===== src/rtl/core_pkg.sv =====
// Shared core types and constants for the RV32 pipeline.
// Fetch state encoding and instruction-word constants live here.
package core_pkg;

  localparam int XLEN        = 32;
  localparam int INSTR_BYTES = 4;

  localparam logic [XLEN-1:0] HALT_WORD = 32'hFFFF_FFFF;

  typedef enum logic [1:0] {
    RUN   = 2'd0,
    HALT  = 2'd1,
    FAULT = 2'd2
  } fetch_state_e;

endpackage


===== src/rtl/pc_next_sel.sv =====
// Next-PC / next-state priority logic for the fetch stage.
// Purely combinational; all state is held by fetch_unit.
module pc_next_sel #(
  parameter int          ADDR_W    = 5,
  parameter logic [31:0] HALT_WORD = core_pkg::HALT_WORD
) (
  input  core_pkg::fetch_state_e i_state,
  input  logic [31:0]            i_pc,
  input  logic [31:0]            i_rom_instr,
  input  logic                   i_stall,
  input  logic                   i_redirect_valid,
  input  logic [31:0]            i_redirect_target,
  input  logic [31:0]            i_fault_addr,
  output logic                   o_instr_valid,
  output logic [31:0]            o_next_pc,
  output logic [31:0]            o_next_fault_addr,
  output core_pkg::fetch_state_e o_next_state
);
  import core_pkg::*;

  logic w_run;
  logic w_halt_hit;
  logic w_in_range;
  logic w_tgt_mis;

  assign w_run      = (i_state == RUN);
  assign w_halt_hit = (i_rom_instr == HALT_WORD);
  assign w_in_range = (i_pc[1:0] == 2'b00) &&
                      ((i_pc >> (ADDR_W + 2)) == '0);
  assign w_tgt_mis  = (i_redirect_target[1:0] != 2'b00);

  assign o_instr_valid = w_run & ~w_halt_hit & w_in_range;

  // Halt beats every other cause; only RUN can leave its state.
  always_comb begin
    o_next_pc         = i_pc;
    o_next_state      = i_state;
    o_next_fault_addr = i_fault_addr;
    if (w_run) begin
      if (w_halt_hit) begin
        o_next_state = HALT;
      end else if (!w_in_range) begin
        o_next_state      = FAULT;
        o_next_fault_addr = i_pc;
      end else if (i_stall) begin
        o_next_pc = i_pc;
      end else if (i_redirect_valid && w_tgt_mis) begin
        o_next_state      = FAULT;
        o_next_fault_addr = i_redirect_target;
      end else if (i_redirect_valid) begin
        o_next_pc = i_redirect_target;
      end else begin
        o_next_pc = i_pc + 32'(INSTR_BYTES);
      end
    end
  end

endmodule


===== src/rtl/fetch_unit.sv =====
// PC/fetch stage: PC register, ROM addressing, redirect, halt/fault.
// Define FETCH_PERF_EN to build the committed-fetch counter.
module fetch_unit #(
  parameter logic [31:0] RESET_PC  = 32'h0000_0000,
  parameter int          ADDR_W    = 5,
  parameter logic [31:0] HALT_WORD = core_pkg::HALT_WORD
) (
  input  logic              clk,
  input  logic              reset,
  output logic [ADDR_W-1:0] rom_addr,
  input  logic [31:0]       rom_instr,
  input  logic              stall,
  input  logic              redirect_valid,
  input  logic [31:0]       redirect_target,
  output logic [31:0]       instr,
  output logic              instr_valid,
  output logic [31:0]       pc,
  output logic [31:0]       pc_plus4,
  output logic              halted,
  output logic              fault,
  output logic [31:0]       fault_addr,
  output logic [31:0]       fetch_count
);
  import core_pkg::*;

  fetch_state_e r_state;
  logic [31:0]  r_pc;
  logic [31:0]  r_fault_addr;
  logic         r_halted;
  logic         r_fault;

  fetch_state_e w_next_state;
  logic [31:0]  w_next_pc;
  logic [31:0]  w_next_fault_addr;
  logic         w_instr_valid;

  pc_next_sel #(
    .ADDR_W    (ADDR_W),
    .HALT_WORD (HALT_WORD)
  ) u_sel (
    .i_state           (r_state),
    .i_pc              (r_pc),
    .i_rom_instr       (rom_instr),
    .i_stall           (stall),
    .i_redirect_valid  (redirect_valid),
    .i_redirect_target (redirect_target),
    .i_fault_addr      (r_fault_addr),
    .o_instr_valid     (w_instr_valid),
    .o_next_pc         (w_next_pc),
    .o_next_fault_addr (w_next_fault_addr),
    .o_next_state      (w_next_state)
  );

  always_ff @(posedge clk) begin
    if (reset) begin
      r_state      <= RUN;
      r_pc         <= RESET_PC;
      r_fault_addr <= '0;
      r_halted     <= 1'b0;
      r_fault      <= 1'b0;
    end else begin
      r_state      <= w_next_state;
      r_pc         <= w_next_pc;
      r_fault_addr <= w_next_fault_addr;
      r_halted     <= (w_next_state == HALT);
      r_fault      <= (w_next_state == FAULT);
    end
  end

`ifdef FETCH_PERF_EN
  logic [31:0] r_count;

  always_ff @(posedge clk) begin
    if (reset) begin
      r_count <= '0;
    end else if (w_instr_valid && !stall && r_count != '1) begin
      r_count <= r_count + 32'd1;
    end
  end

  assign fetch_count = r_count;
`else
  assign fetch_count = '0;
`endif

  assign rom_addr    = r_pc[ADDR_W+1:2];
  assign instr       = rom_instr;
  assign instr_valid = w_instr_valid;
  assign pc          = r_pc;
  assign pc_plus4    = r_pc + 32'(INSTR_BYTES);
  assign halted      = r_halted;
  assign fault       = r_fault;
  assign fault_addr  = r_fault_addr;

endmodule


===== config.mk =====
export PLATFORM = sky130hd
export DESIGN_NAME = fetch_unit
export DESIGN_NICKNAME = d
export VERILOG_FILES = /design/src/rtl/core_pkg.sv /design/src/rtl/pc_next_sel.sv /design/src/rtl/fetch_unit.sv
export SDC_FILE = /design/constraint.sdc
export NUM_CORES = 1
export LEC_CHECK = 0
export CAP_MARGIN = 0
export CORE_MARGIN = 2
export CORE_UTILIZATION = 42
export CTS_CLUSTER_SIZE = 24
export DETAILED_ROUTE_END_ITERATION = 10
export MAX_ROUTING_LAYER = met4
export PLACE_DENSITY = 0.95
export SLEW_MARGIN = 20
export SYNTH_ARGS = -nofsm -noshare
export SYNTH_HDL_FRONTEND = slang
export SYNTH_SLANG_ARGS = --single-unit

===== constraint.sdc =====
create_clock -name clk -period 5.5 [get_ports clk]
set_clock_uncertainty 0.1 [all_clocks]
set_input_delay 0.55 -clock clk [delete_from_list [all_inputs] [get_ports clk]]
set_output_delay 0.55 -clock clk [all_outputs]
set_load 0.005 [all_outputs]

==> results.ini, run 1 <==
[sta]
grt_setup_unrepaired=false
hold_viol=0
tns_ns=0
fmaxAchievable_mhz=276
finalCriticalPeriod_ns=3.63
tightestPinTransition_ns=0.862
slew_headroom_pct=42.5
setup_violations=0
min_period_over_period_pct=66.0
finalMaxSlewViolations=0
worst_slack_ns=1.87

[worst_setup_path]
r2r_end=fault_addr[5]$_SDFFE_PP0P_
crit_type=reg -> out
cp_max_fo=7
arrival_ns=2.98
regToRegSetupSlack_ns=2.94
reg2reg_from=pc[7]$_SDFFE_PP0P_
cp.required_ns=4.85
r2r_cells=6
crit_path_start_kind=flop
worst_setup_path_end_kind=primary output

[yosys]
ys.flop_type=dfxtp_1
yosysSeqAreaShare_pct=32.9
synthTopCellsByArea=dfxtp_1 33%, buf_4 13%, a21oi_1 8.8%
synth_top_cell_by_area=dfxtp_1
synth_edf_count=0
synthDistinctLibCells=53
syn-instance-count=491
ys_ff_latch=68
yosys_warnings=0
ys_async_sr_fraction_pct=0
synthesis.area_um2=4140
avgSynthCellArea_um2=8.43
synth_top_area_share_pct=32.9

[min_path]
hold_end=fault_addr[1]$_SDFFE_PP0P_
whs_path_depth=2
hold_path.class=reg -> reg
min-delay-start=fault_addr[1]$_SDFFE_PP0P_

[clocking]
clock_latency_ns=0.35
cts_sinks=68
cts_root_buf=clkbuf_8
clk_pin_slew_worst_paths_ns=0.08
post_cts_buffers=0
clockBufferDepth=2
cts_buffers=9
cts_tree=done
cts.htree.levels=3
post_cts_resized=0
ctsHoldBuffers=0

[grt]
grt_pass1_vias=3933
grtUsageTotal_pct=26.6
grt_antenna_before_repair=0
overflow=0
grt_max_degree=54
grt_pass1_wl_mm=20.9

[cells_and_area]
drive_above_1_share_pct=6.65
multi_input_area_um2=2130
post-route-cell-area_um2=6000
nNetsFinal=696
seq_area_um2=1360
diodes=0
fill_cells=827
synthToLayoutAreaGrowth_pct=45.0

[place]
place_ws_ns=1.98
dp_hpwl_mm=10.6
gp_congestion=0.849
placed_area_um2=5730
numPortBuffers=203

[power_and_ir_drop]
clock_power_share_pct=23.5
leakage_nw=2.14
swShare_pct=37.8
vdd.ir_drop.worst_mv=0.204
power.density_nw_per_um2=401
power_mw=2.41
p_switching_uw=908
seq_power_share_pct=28.9
comb_power_share_pct=47.6
p_int_mw=1.50

[detailed_routing]
vias=4178
drt_iter0_drc=291
first_pass_iters=4
remaining_drc_errors=0
viasPerCell=5.46
drt-total-wl_mm=14.2
final_antenna_net_count=0
routedWlPerCell_um=18.6

[floorplanning]
die_h_um=103
die-width_um=103
ioPinCount=236
row_count=36
coreArea_um2=9680
die_area_um2=10700
floorplan.initialDensity_pct=42.7

[status]
outcome=complete, no violations

[run]
maxCapViolations=0

-- registers in the layout, indices dropped and copies added, names as in the netlist --
name        cells
fault           1
fault_addr     32
halted          1
pc             32
r_state         2
-- worst max path at each step --
stage                     slack (ns)           end  cells past startpoint                from
after floorplan                 3.16  pc_plus4[31]                      7  pc[8]$_SDFFE_PP0P_
after global placement          2.04   instr_valid                      7       rom_instr[15]
after detailed placement        1.98   instr_valid                      7        rom_instr[1]
after CTS                       1.86  pc_plus4[20]                      7  pc[3]$_SDFFE_PP0P_
after global routing            1.59  pc_plus4[28]                      7  pc[3]$_SDFFE_PP0P_
final                           1.87  pc_plus4[28]                      7  pc[3]$_SDFFE_PP0P_
-- critical path, stage by stage (launching register included) --
cell and delay [ns]:
dfxtp_1 0.48, ha_1 0.29, nand4_1 0.27, nor3_1 0.49, nand2_1 0.17, nor3_1 0.25
xor2_1 0.17, clkdlybuf4s50_1 0.52
-- kinds of logic after synthesis --
group           count (synthesis)  synth area share, %
buf+inv                       117                 18.7
mux                             7                 1.72
xor+xnor                       28                 5.92
other cells                     1               0.0906
compound gates                153                 24.0
simple gates                  116                 16.3
fa+ha+maj                       1                0.302
flops                          68                 32.9
-- power by group through the flow --
stage | registers [mW] | logic (mW) | clock network, mW
after floorplan | 0.683 | 0.711 | 0
after global placement | 0.701 | 1.11 | 0
after detailed placement | 0.705 | 1.14 | 0
after CTS | 0.695 | 1.14 | 0.566
after global routing | 0.708 | 1.24 | 0.592
final | 0.696 | 1.14 | 0.564
-- Yosys cell counts (all sizes together), types with 7 or more instances --
cell     n
nand3   13
buf     90
nand2b   7
nor3    10
xnor2   16
nor2    19
a22o    13
a211oi  35
nand2   23
xor2    12
nand4   15
dfxtp   68
clkbuf  24
nor4    12
a21oi   73
-- per-stage QoR --
stage               hold WS (ns)  util [%]  instances
floorplan                  0.387         -        522
global placement           0.410      59.2        749
detailed placement         0.416      59.2        749
CTS                        0.427      62.0        765
global route               0.447      62.0        765
finish                     0.424      62.0        765
-- area by class of cell --
| class | instances | share of cell area (%) |
|---|---|---|
| clock inverters | 7 | 2.42 |
| well taps | 133 | 2.77 |
| multi-input cells | 337 | 35.5 |
| flip-flops and latches | 68 | 22.7 |
| inverters | 3 | 0.188 |
| repair buffers | 208 | 34.4 |
| clock buffers | 9 | 2.06 |
-- cells in the final DEF, fill, tap and decap left out, types with 6 or more instances in the layout --
cell type / count
a211oi_1: 31
a21oi_1: 72
a22o_1: 13
clkbuf_8: 9
clkdlybuf4s50_1: 202
conb_1: 32
dfxtp_1: 68
mux2i_1: 6
nand2_1: 22
nand2b_1: 7
nand3_1: 12
nand4_1: 14
nor2_1: 19
nor3_1: 9
nor4_1: 6
o21ai_0: 6
xnor2_1: 16
xor2_1: 12
-- layer usage --
layer | up-vias | track usage (%) | part of all wire [%]
met2 | 227 | 45.9 | 52
met1 | 1977 | 29.7 | 38
met5 | - | - | 0
met4 | 0 | 12.2 | 2.1
li1 | 1952 | - | -
met3 | 22 | 5.24 | 8.0
No activity file was read; power rests on OpenSTA's default activity.
==> run 2, diff against run 1 <==
CORE_UTILIZATION = 35   (was 42)
PLACE_DENSITY = 0.88   (was 0.95)
clock period = 2.93 ns   (was 5.5 ns; I/O delays follow)
==> run 2 against run 1 <==
Sequential power is 87% higher; sequential share of layout area is 1.6 points lower; power is 110% higher; die area is 19% higher; design area is 8.9% higher; cell count is 6.1% higher; combinational power is 100% higher; routed wire length is 8.9% higher; register-to-register slack worse by 2.4 ns; core utilization is 5.0 points lower; hold slack worse by 0.056 ns; critical path type unchanged.
==> results.ini, run 2 (synthesized netlist as in run 1, its figures left out) <==
[detailed_routing]
drt-total-wl_mm=15.5
vias=4459
routedWlPerCell_um=19.1
first_pass_iters=5
remaining_drc_errors=0
viasPerCell=5.49
drt_iter0_drc=377
final_antenna_net_count=0

[power_and_ir_drop]
seq_power_share_pct=26.2
swShare_pct=36.2
vdd.ir_drop.worst_mv=0.453
power.density_nw_per_um2=760
clock_power_share_pct=27.3
comb_power_share_pct=46.5
p_switching_mw=1.80
leakage_nw=2.51
p_int_mw=3.17

[worst_setup_path]
path_cells=buf_6 -> ha_4 -> nand4_1 -> buf_4 -> buf_4 -> nor3_2 -> buf_4 -> nand3_1 -> xnor2_1 -> clkdlybuf4s50_1
r2r_cells=8
max_stage_delay_ns=0.53
crit_type=reg -> out
crit_path_start_kind=flop
crit_family=buffers and inverters
cp_num_buf_inv=5
cp_common_cell=buf_4
worst_setup_path_end_kind=primary output
r2r_end=fault_addr[6]$_SDFFE_PP0P_
arrival_ns=2.49
regToRegSetupSlack_ns=0.57
reg2reg_from=pc[17]$_SDFFE_PP0P_
cp_max_fo=6
cp.required_ns=2.54
slowest_stage=clkdlybuf4s50_1

[sta]
finalCriticalPeriod_ns=2.88
finalMaxSlewViolations=0
min_period_over_period_pct=98.2
fmaxAchievable_mhz=347
tns_ns=0
tightestPinTransition_ns=0.974
hold_viol=0
slew_headroom_pct=34.9
setup_violations=0

[cells_and_area]
final_cell_mix=196 x clkdlybuf4s50_1, 72 x a21oi_1, 58 x dfxtp_1
synthToLayoutAreaGrowth_pct=57.9
nNetsFinal=733
final_util_pct=57.0
drive_above_1_share_pct=15.2
layout_commonest_cell=clkdlybuf4s50_1
diodes=0

[clocking]
cts_root_buf=clkbuf_16
clock_latency_ns=0.34
clockBufferDepth=2
cts_sinks=68
clk_pin_slew_worst_paths_ns=0.06
cts_buffers=9
cts_tree=done
cts.htree.levels=3

[grt]
overflow=0
grt_max_degree=53
grt_antenna_before_repair=0
grtUsageTotal_pct=24.1
grt_pass1_wl_mm=23.7
grt_pass1_vias=4297

[floorplanning]
die_area_um2=12700
ioPinCount=236
row_count=39
die_h_um=113
coreArea_um2=11500
floorplan.initialDensity_pct=36.1
die-width_um=113

[place]
gp_congestion=0.911
numPortBuffers=203
dp_hpwl_mm=11.2

[run]
maxCapViolations=0

[min_path]
whs_path_depth=4
hold_path.class=in -> reg
hold_end=pc[16]$_SDFFE_PP0P_
min-delay-start=reset

[status]
outcome=complete, no violations

==> run 2: tightest hold or removal path, delay by kind of cell <==
family | cells | cell delay (ns)
AO/OA/AOI/OAI | 1 | 0.05
buffers and inverters | 2 | 0.28
AND/OR/NAND/NOR | 1 | 0.13
==> run 2: through the flow <==
stage / setup slack [ns] / cell area (um2) / power (mW) / hold slack (ns) / instances
floorplan: 0.851 / 4260 / 2.62 / 0.319 / 522
finish: 0.0518 / 6540 / 4.96 / 0.368 / 812
detailed placement: 0.0725 / 5950 / 3.57 / 0.417 / 784
global placement: 0.119 / 5950 / 3.51 / 0.410 / 784
global route: -0.0274 / 6540 / 5.22 / 0.387 / 812
CTS: 0.00320 / 6440 / 4.95 / 0.339 / 808
==> run 2: worst max path at each step <==
stage	from	end	slack, ns	cells past startpoint
CTS	pc[11]$_SDFFE_PP0P_	pc_plus4[23]	0.003	7
finish	pc[3]$_SDFFE_PP0P_	pc_plus4[16]	0.05	10
floorplan	pc[8]$_SDFFE_PP0P_	pc_plus4[31]	0.85	7
global placement	pc[3]$_SDFFE_PP0P_	pc_plus4[20]	0.12	8
global route	pc[3]$_SDFFE_PP0P_	pc_plus4[16]	-0.03	10
detailed placement	pc[2]$_SDFFE_PP0P_	pc_plus4[31]	0.07	6
==> run 2: what timing repair did <==
| item | 4_1_cts | 5_1_grt |
|---|---|---|
| endpoints found under the setup margin | 15 | 12 |
| buffers inserted | 8 | 4 |
| hold buffers | 0 | 0 |
| gates resized for setup | 19 | 17 |
| pin swaps | 4 | 5 |
==> run 2: power groups by stage <==
stage          clock network (mW)  registers (mW)  logic [mW]
3_5_place_dp                    0            1.30        2.27
6_report                     1.36            1.30        2.31
3_3_place_gp                    0            1.29        2.21
4_1_cts                      1.36            1.29        2.30
5_1_grt                      1.42            1.32        2.48
2_1_floorplan                   0            1.28        1.34
==> run 2: cell type report <==
class | count | area, um2
fill | 997 | 4930
timing repair buffer | 245 | 2350
multi-input combinational | 337 | 2240
sequential | 68 | 1380
clock buffer | 9 | 225
tap | 143 | 179
clock inverter | 7 | 146
inverter | 3 | 11.3
==> run 2: per-layer routing <==
layer	track usage (%)	vias up	wire length, um
li1	-	2033	-
met1	27.8	2134	5790
met2	42.4	278	8070
met3	6.80	14	1490
met4	4.07	0	151
met5	-	-	0
